<file path="config.mk">
export PLATFORM = sky130hd
export DESIGN_NAME = fixed_argmax_stream_flat
export DESIGN_NICKNAME = d
export VERILOG_FILES = /design/src/rtl/fxp_pkg.sv /design/src/rtl/fixed_argmax_stream_if.sv /design/src/rtl/sm_gt.sv /design/src/rtl/fixed_argmax_stream.sv /design/src/flat_wrapper.sv
export SDC_FILE = /design/constraint.sdc
export NUM_CORES = 1
export LEC_CHECK = 0
export CORE_MARGIN = 10
export CORE_UTILIZATION = 60
export CTS_CLUSTER_DIAMETER = 80
export DETAILED_ROUTE_END_ITERATION = 12
export DONT_BUFFER_PORTS = 1
export PLACE_DENSITY = 0.76
export SYNTH_ARGS = -nofsm -noshare
export SYNTH_HDL_FRONTEND = slang
export SYNTH_SLANG_ARGS = --single-unit
</file>
<file path="constraint.sdc">
create_clock -name clk -period 5.1 [get_ports clk]
set_clock_uncertainty 0.1 [all_clocks]
set_input_delay 1.02 -clock clk [delete_from_list [all_inputs] [get_ports clk]]
set_output_delay 1.02 -clock clk [all_outputs]
set_load 0.01 [all_outputs]
</file>
<file path="src/rtl/fxp_pkg.sv">
// Shared sign-magnitude fixed-point definitions for the datapath blocks.
package fxp_pkg;

  localparam int FXP_N = 32;
  localparam int FXP_Q = 16;

  typedef enum logic {
    ST_ACCUM = 1'b0,
    ST_HOLD  = 1'b1
  } argmax_state_e;

  // Negative only with a nonzero magnitude, so -0 behaves like +0.
  function automatic logic sm_is_neg(input logic sign, input logic mag_nz);
    return sign & mag_nz;
  endfunction

endpackage

</file>
<file path="src/rtl/fixed_argmax_stream_if.sv">
// Input beat stream plus result handshake for the argmax reducer.
interface fixed_argmax_stream_if
  import fxp_pkg::*;
#(
  parameter int N     = FXP_N,
  parameter int IDX_W = 10
);
  logic             in_valid;
  logic             in_ready;
  logic [N-1:0]     in_data;
  logic             in_last;
  logic             out_valid;
  logic             out_ready;
  logic [N-1:0]     out_max;
  logic [IDX_W-1:0] out_index;
  logic [IDX_W:0]   out_count;
  logic             out_ovf;

  modport master (
    output in_valid, in_data, in_last, out_ready,
    input  in_ready, out_valid, out_max, out_index, out_count, out_ovf
  );

  modport slave (
    input  in_valid, in_data, in_last, out_ready,
    output in_ready, out_valid, out_max, out_index, out_count, out_ovf
  );
endinterface

</file>
<file path="src/rtl/sm_gt.sv">
// Strict greater-than for sign-magnitude words; +0 and -0 compare equal.
module sm_gt
  import fxp_pkg::*;
#(
  parameter int N = FXP_N
) (
  input  logic [N-1:0] a,
  input  logic [N-1:0] b,
  output logic         a_gt_b
);
  logic [N-2:0] a_mag, b_mag;
  logic         a_neg, b_neg;

  assign a_mag = a[N-2:0];
  assign b_mag = b[N-2:0];
  assign a_neg = sm_is_neg(a[N-1], |a_mag);
  assign b_neg = sm_is_neg(b[N-1], |b_mag);

  always_comb begin
    if (a_neg != b_neg) a_gt_b = b_neg;
    else if (a_neg)     a_gt_b = (a_mag < b_mag);
    else                a_gt_b = (a_mag > b_mag);
  end
endmodule

</file>
<file path="src/rtl/fixed_argmax_stream.sv">
// Sequential max/argmax over a framed sign-magnitude stream, one compare per beat.
module fixed_argmax_stream
  import fxp_pkg::*;
#(
  parameter  int Q       = FXP_Q,
  parameter  int N       = FXP_N,
  parameter  int MAX_LEN = 1024,
  localparam int IDX_W   = (MAX_LEN > 1) ? $clog2(MAX_LEN) : 1
) (
  input logic clk,
  input logic rst_n,
  fixed_argmax_stream_if.slave bus
);
  localparam int             CNT_W   = IDX_W + 1;
  localparam logic [CNT_W-1:0] CNT_MAX = CNT_W'(MAX_LEN);

  if (Q < 0 || Q > N - 1) begin : g_bad_q
    $error("fixed_argmax_stream: Q must lie within the magnitude field");
  end

  argmax_state_e    state_q, state_d;
  logic             first_q, first_d;
  logic [N-1:0]     best_q, best_d;
  logic [IDX_W-1:0] bidx_q, bidx_d;
  logic [CNT_W-1:0] cnt_q, cnt_d;
  logic             ovf_q, ovf_d;
  logic             out_valid_q, out_valid_d;

  logic in_ready, accept, in_gt_best;

  assign in_ready = (state_q == ST_ACCUM);
  assign accept   = bus.in_valid && in_ready;

  sm_gt #(.N(N)) u_gt (
    .a      (bus.in_data),
    .b      (best_q),
    .a_gt_b (in_gt_best)
  );

  always_comb begin
    state_d     = state_q;
    first_d     = first_q;
    best_d      = best_q;
    bidx_d      = bidx_q;
    cnt_d       = cnt_q;
    ovf_d       = ovf_q;
    out_valid_d = out_valid_q;
    case (state_q)
      ST_ACCUM: begin
        if (accept) begin
          if (first_q) begin
            best_d  = bus.in_data;
            bidx_d  = '0;
            cnt_d   = CNT_W'(1);
            ovf_d   = 1'b0;
            first_d = 1'b0;
          end else if (cnt_q == CNT_MAX) begin
            // Beats past the frame limit are counted as overflow only.
            ovf_d = 1'b1;
          end else begin
            if (in_gt_best) begin
              best_d = bus.in_data;
              bidx_d = cnt_q[IDX_W-1:0];
            end
            cnt_d = cnt_q + CNT_W'(1);
          end
          if (bus.in_last) begin
            state_d     = ST_HOLD;
            out_valid_d = 1'b1;
          end
        end
      end
      ST_HOLD: begin
        if (bus.out_ready) begin
          state_d     = ST_ACCUM;
          first_d     = 1'b1;
          out_valid_d = 1'b0;
        end
      end
      default: state_d = ST_ACCUM;
    endcase
  end

  always_ff @(posedge clk or negedge rst_n) begin
    if (!rst_n) begin
      state_q     <= ST_ACCUM;
      first_q     <= 1'b1;
      best_q      <= '0;
      bidx_q      <= '0;
      cnt_q       <= '0;
      ovf_q       <= 1'b0;
      out_valid_q <= 1'b0;
    end else begin
      state_q     <= state_d;
      first_q     <= first_d;
      best_q      <= best_d;
      bidx_q      <= bidx_d;
      cnt_q       <= cnt_d;
      ovf_q       <= ovf_d;
      out_valid_q <= out_valid_d;
    end
  end

  assign bus.in_ready  = in_ready;
  assign bus.out_valid = out_valid_q;
  assign bus.out_max   = best_q;
  assign bus.out_index = bidx_q;
  assign bus.out_count = cnt_q;
  assign bus.out_ovf   = ovf_q;
endmodule

</file>
<file path="src/flat_wrapper.sv">
// flat-port wrapper written by rule: the top's interface ports become plain ports
module fixed_argmax_stream_flat import fxp_pkg::*;
#(
  parameter  int Q       = FXP_Q,
  parameter  int N       = FXP_N,
  parameter  int MAX_LEN = 1024,
  localparam int IDX_W   = (MAX_LEN > 1) ? $clog2(MAX_LEN) : 1
)
  (clk, rst_n, bus_in_valid, bus_in_data, bus_in_last, bus_out_ready, bus_in_ready, bus_out_valid, bus_out_max, bus_out_index, bus_out_count, bus_out_ovf);
  fixed_argmax_stream_if #(.N(N), .IDX_W(10)) bus_i ();
  input logic clk;
  input logic rst_n;
  input wire logic [$bits(bus_i.in_valid)-1:0] bus_in_valid;
  input wire logic [$bits(bus_i.in_data)-1:0] bus_in_data;
  input wire logic [$bits(bus_i.in_last)-1:0] bus_in_last;
  input wire logic [$bits(bus_i.out_ready)-1:0] bus_out_ready;
  output wire logic [$bits(bus_i.in_ready)-1:0] bus_in_ready;
  output wire logic [$bits(bus_i.out_valid)-1:0] bus_out_valid;
  output wire logic [$bits(bus_i.out_max)-1:0] bus_out_max;
  output wire logic [$bits(bus_i.out_index)-1:0] bus_out_index;
  output wire logic [$bits(bus_i.out_count)-1:0] bus_out_count;
  output wire logic [$bits(bus_i.out_ovf)-1:0] bus_out_ovf;
  assign bus_i.in_valid = bus_in_valid;
  assign bus_i.in_data = bus_in_data;
  assign bus_i.in_last = bus_in_last;
  assign bus_i.out_ready = bus_out_ready;
  assign bus_in_ready = bus_i.in_ready;
  assign bus_out_valid = bus_i.out_valid;
  assign bus_out_max = bus_i.out_max;
  assign bus_out_index = bus_i.out_index;
  assign bus_out_count = bus_i.out_count;
  assign bus_out_ovf = bus_i.out_ovf;
  fixed_argmax_stream #(.Q(Q), .N(N), .MAX_LEN(MAX_LEN)) u_core (.clk(clk), .rst_n(rst_n), .bus(bus_i));
endmodule
</file>
After elaboration in Yosys (flattened, before gate mapping)
Cells that the tools add are included.
W data, S select, Z words.
- mux-type cells: 23
- bitwise gates (word level): 3
- reductions and logical operators: 10
- equal/unequal tests: 6
- $lt $le $gt $ge: 2
- $add $sub $neg: 1
- operator list (kind ; count):
    $mux W32 ; 3
    $reduce_or A31 Y1 ; 2
    $gt A31 B31 Y1 ; 1
    $lt A31 B31 Y1 ; 1
    $mux W10 ; 3
    $mux W11 ; 2
    $mux W1 ; 12
    $add A11 B1 Y11 const B ; 1
    $eq A11 B11 Y1 const B ; 1
    $reduce_and A3 Y1 ; 3
    $ne A2 B2 Y1 const B ; 3
    $pmux W1 S2 ; 3
    $reduce_and A4 Y1 ; 1
    $reduce_bool A2 Y1 ; 2
    $and A1 B1 Y1 ; 2
    $ne A2 B1 Y1 const B ; 1
    $reduce_and A2 Y1 ; 1
    $logic_and A1 B1 Y1 ; 1
    $ne A1 B1 Y1 ; 1
    $not A1 Y1 ; 1
- word-level logic and storage cells: 52
- register bits: 57

Longest topological paths before layout
- depth after elaboration: 7
- depth in mapped cells: 10
- mapped depth without buffers: 9

Hierarchy
Synthesis repeated with hierarchy kept, for this count alone.
- cell total of the unflattened synthesis: 350
- area total of the unflattened synthesis: 3682.3 um2
- modules (own cells, without submodules) (module ; area an instance (um2) ; cells each ; seq. area each (um2) ; times used):
    fixed_argmax_stream ; 2737.6 ; 213 ; 1427.6 ; 1
    sm_gt ; 944.7 ; 137 ; 0.0 ; 1

Worst setup path after synthesis
OpenSTA, ideal clock, no wires.
- path type: input -> register
- from: in bus_in_data[29]
- to: reg u_core.best_q[0], in the netlist u_core.bus.out_max[0]
- arrival time: 3077 ps
- data required time: 4875 ps
- buffers on the path: 1
- stages: 9
- setup slack: 1798 ps
- library setup time: 125 ps
- cell sequence: ha_1 > a21oi_1 > nand2_1 > a221oi_1 > o21ai_1 > a211o_1 > a21oi_4 > buf_12 > mux2_4
- longest elaborated chain between the ends: 6
- elaborated cells on any way between the ends: 9
- ends and longest elaborated chain (element ; line ; source):
    start: declaration ; flat_wrapper.sv:14 ; input wire logic [$bits(bus_i.in_data)-1:0] bus_in_data;
    branches (longest 3 deep; another with $gt A31 B31 Y1) ; - ;
    $mux W1 (*) ; sm_gt.sv:20 ; if (a_neg != b_neg) a_gt_b = b_neg;
    $reduce_bool A2 Y1 (no source line) (*) ; - ;
    $reduce_and A4 Y1 (no source line) (*) ; - ;
    end signal: assignment ; fixed_argmax_stream.sv:96 ; best_q <= best_d;
    end: declaration ; fixed_argmax_stream.sv:23 ; logic [N-1:0] best_q, best_d;
Every way passes the cells marked *.
A chain may end at the register's enable or synchronous reset.

Final worst setup path
- from: in bus_in_data[10]
- to: reg u_core.best_q[25], in the netlist u_core.bus.out_max[25]
Same word-level chain as after synthesis.

==> impl_metrics.toml <==
[worst_setup_path]
criticalPathCategory = "input pin to flop"
cp_slowest_cell = "a221oi_1"
crit_start = "bus_in_data[10]"
r2r_start = "u_core.bus.out_max[10]"
arrival_ns = 3.43
cp-start-kind = "input pin"
slowest_delay_ns = 0.47
cp_max_fo = 32
critPathMostFrequentCell = "a21oi_1"
cp_cell_sequence = "ha_1, a21oi_1, o21ai_0, a221oi_1, a21oi_1, a211o_1, a21oi_4, buf_12, mux2_2"
end_kind = "flop"
cp.required_ns = 5.21

[power]
p_int_uw = 1330
irDropWorstVdd_mv = 0.284
powerDensity_nw_per_um2 = 601
p_leak_uw = 0.00184
clkPwrFrac = 0.171
seqPwrFrac = 0.434
pwr-share-comb = 0.395
p_switching_uw = 967
sw_frac_of_total = 0.420

[sta]
timing.final.crit_share = 0.651
worst_pin_slew_ns = 0.883
fin_crit_ns = 3.32
slew_violations = 0
clock.fmax_mhz = 301
tns_ns = 0
hold_slack_ns = 0.272
grt_setup_unrepaired = "no"
slew_headroom = 0.408
finalSetupViolCount = 0
finalHoldViolCount = 0

[logic_synthesis]
netlist_area_um2 = 3610
ys_types = 46
ys_seq_elements = 57
synth_area_per_cell_um2 = 10.5
ys.flop_type = "dfrtp_1"
synth_edf_count = 0
ys_seq_area_frac = 0.395
synth_warnings = 0
postSynth.asyncResetShare = 1.00
syn_inst = 345
syn_nets = 415

[die]
fp.dieH_um = 97.6
fp-row-count = 28
die_area_um2 = 9520
pin_count = 93
core_area_um2 = 5890
die_w_um = 97.6
start_util = 0.613

[clock_tree]
post_cts_resized = 0
cts_setup_buffers = 0
root_buffer = "clkbuf_8"
h-tree-depth = 3
insertion_delay_ns = 0.33
ctsHoldBuffers = 0
clock-sinks = 57
clk_transition_reported_paths_ns = 0.07
ctsLongestPathBuffers = 2
tritoncts = "built"
numCtsBuffers = 9

[run]
cap_violations = 0

[layout]
mostFrequentLayoutCell = "dfrtp_1"
multi_input_area_um2 = 1940
antenna_cells = 0
drive_gt1_frac = 0.169
register_area_um2 = 1430
layout.cells.non_filler = 429
syn2layout_area_growth_pct = 6.07
fin_area_um2 = 3830
utilization = 0.651
fillers = 445
nets = 420
mostFrequentLayoutCells = "56 x dfrtp_1, 45 x inv_1, 33 x ha_1, 30 x mux2_4, 23 x nand2_1"

[drt]
drt_iter0_drc = 222
vias_per_cell = 6.29
drt_pass1_iterations = 5
wl_met1_um = 3730
routed_wl_um = 8930
ant_nets = 0
wl_per_cell_um = 20.8
dr.max_layer_used = "met4"
route.detailed.drc = 0
dr_wl_met3_um = 822
wl_met2_um = 4180
dr_total_vias = 2700

[global_route]
grt_max_degree = 58
grt_pass1_vias = 2827
grt.overflow.total = 0
grt_pass1_wl_um = 14800
track_usage = 0.189
antenna_found_initial = 0

[placed_design]
hpwl_um = 6850
place_congestion = 0.874
placed_area_um2 = 3650
portBuffers = 0
placed_cells = 414

[status]
status = "complete, no violations"

[hold_path]
worstHoldPathType = "input pin to asynchronous set/reset pin"
[path summary, 6_finish.rpt]
kind,endpoint,slack [ns],cells past startpoint
worst max-delay path,u_core.bus.out_max[25],1.78,9
worst min-delay path,u_core.bus.out_max[20],0.27,0
worst max register to register,u_core.bus.out_max[25],1.92,10
worst min register to register,u_core.bus.out_valid,0.42,1
max in group asynchronous,u_core.first_q,4.41,0
min in group clk,u_core.bus.out_valid,0.42,1
[critical path: cells and delay by family]
kind | cells | cell delay (ns)
AOI/OAI and AO/OA | 6 | 1.46
adders and majority gates | 1 | 0.29
buffers and inverters | 1 | 0.26
muxes | 1 | 0.37
[cell families after synthesis]
kind of cell    Yosys count  share of synthesized area
flops                    57                      0.395
fa+ha+maj                33                      0.114
buf+inv                  52                     0.0676
simple gates            103                      0.161
mux                      32                      0.131
xor+xnor                  6                     0.0146
compound gates           62                      0.116
[area by class of cell]
type | count | share of cell area
multi-input combinational | 236 | 0.506
sequential | 57 | 0.373
inverter | 45 | 0.0441
clock buffer | 12 | 0.0431
tap | 75 | 0.0245
timing repair buffer | 1 | 0.00523
clock inverter | 3 | 0.00392
[state kept, by name (all words and copies together) (netlist names)]
register and flops:
u_core.first_q 1, u_core.bus.out_index 10, u_core.bus.out_count 11, u_core.bus.out_valid 1
u_core.state_q 1, u_core.bus.out_max 32, u_core.bus.out_ovf 1
[layer usage]
| layer | vias up | GRT usage |
|---|---|---|
| met5 | - | 0 |
| met4 | 0 | 0.0805 |
| met3 | 20 | 0.0747 |
| met2 | 98 | 0.294 |
| met1 | 1327 | 0.225 |
| li1 | 1255 | - |
[power by group through the flow]
stage | registers, µW | logic (µW) | clock network (µW)
final | 998 | 908 | 393
after global routing | 1030 | 1020 | 414
after CTS | 1000 | 911 | 396
after detailed placement | 1010 | 904 | 0
after global placement | 1000 | 860 | 0
after floorplan | 902 | 795 | 0
[cell usage after synthesis (2+ instances only)]
| cell type | number | share of area |
|---|---|---|
| mux2_4 | 30 | 0.12 |
| nand2_1 | 23 | 0.024 |
| buf_12 | 3 | 0.017 |
| o22ai_1 | 2 | 0.0035 |
| nand3b_1 | 2 | 0.0042 |
| o21a_1 | 2 | 0.0042 |
| clkbuf_1 | 4 | 0.0042 |
| ha_1 | 33 | 0.11 |
| nor3_1 | 4 | 0.0055 |
| o21ai_0 | 16 | 0.022 |
| nand3_1 | 7 | 0.0097 |
| a21oi_1 | 20 | 0.028 |
| o31ai_1 | 2 | 0.0042 |
| nor2b_1 | 10 | 0.017 |
| a221oi_1 | 2 | 0.0049 |
| inv_1 | 45 | 0.047 |
| mux2_2 | 2 | 0.0062 |
| nor4_1 | 16 | 0.028 |
| nand4_2 | 2 | 0.0069 |
| a211oi_1 | 2 | 0.0042 |
| nand4_1 | 11 | 0.019 |
| o311ai_0 | 9 | 0.022 |
| nor2_1 | 16 | 0.017 |
| dfrtp_1 | 56 | 0.39 |
| xnor2_1 | 5 | 0.012 |
[metrics by stage]
stage | setup WS [ns] | power, µW
after floorplan | 1.80 | 1700
after global placement | 1.63 | 1860
after detailed placement | 1.49 | 1910
after CTS | 1.83 | 2310
after global routing | 1.66 | 2470
final | 1.78 | 2300
Power figures use the tool's default switching activity.
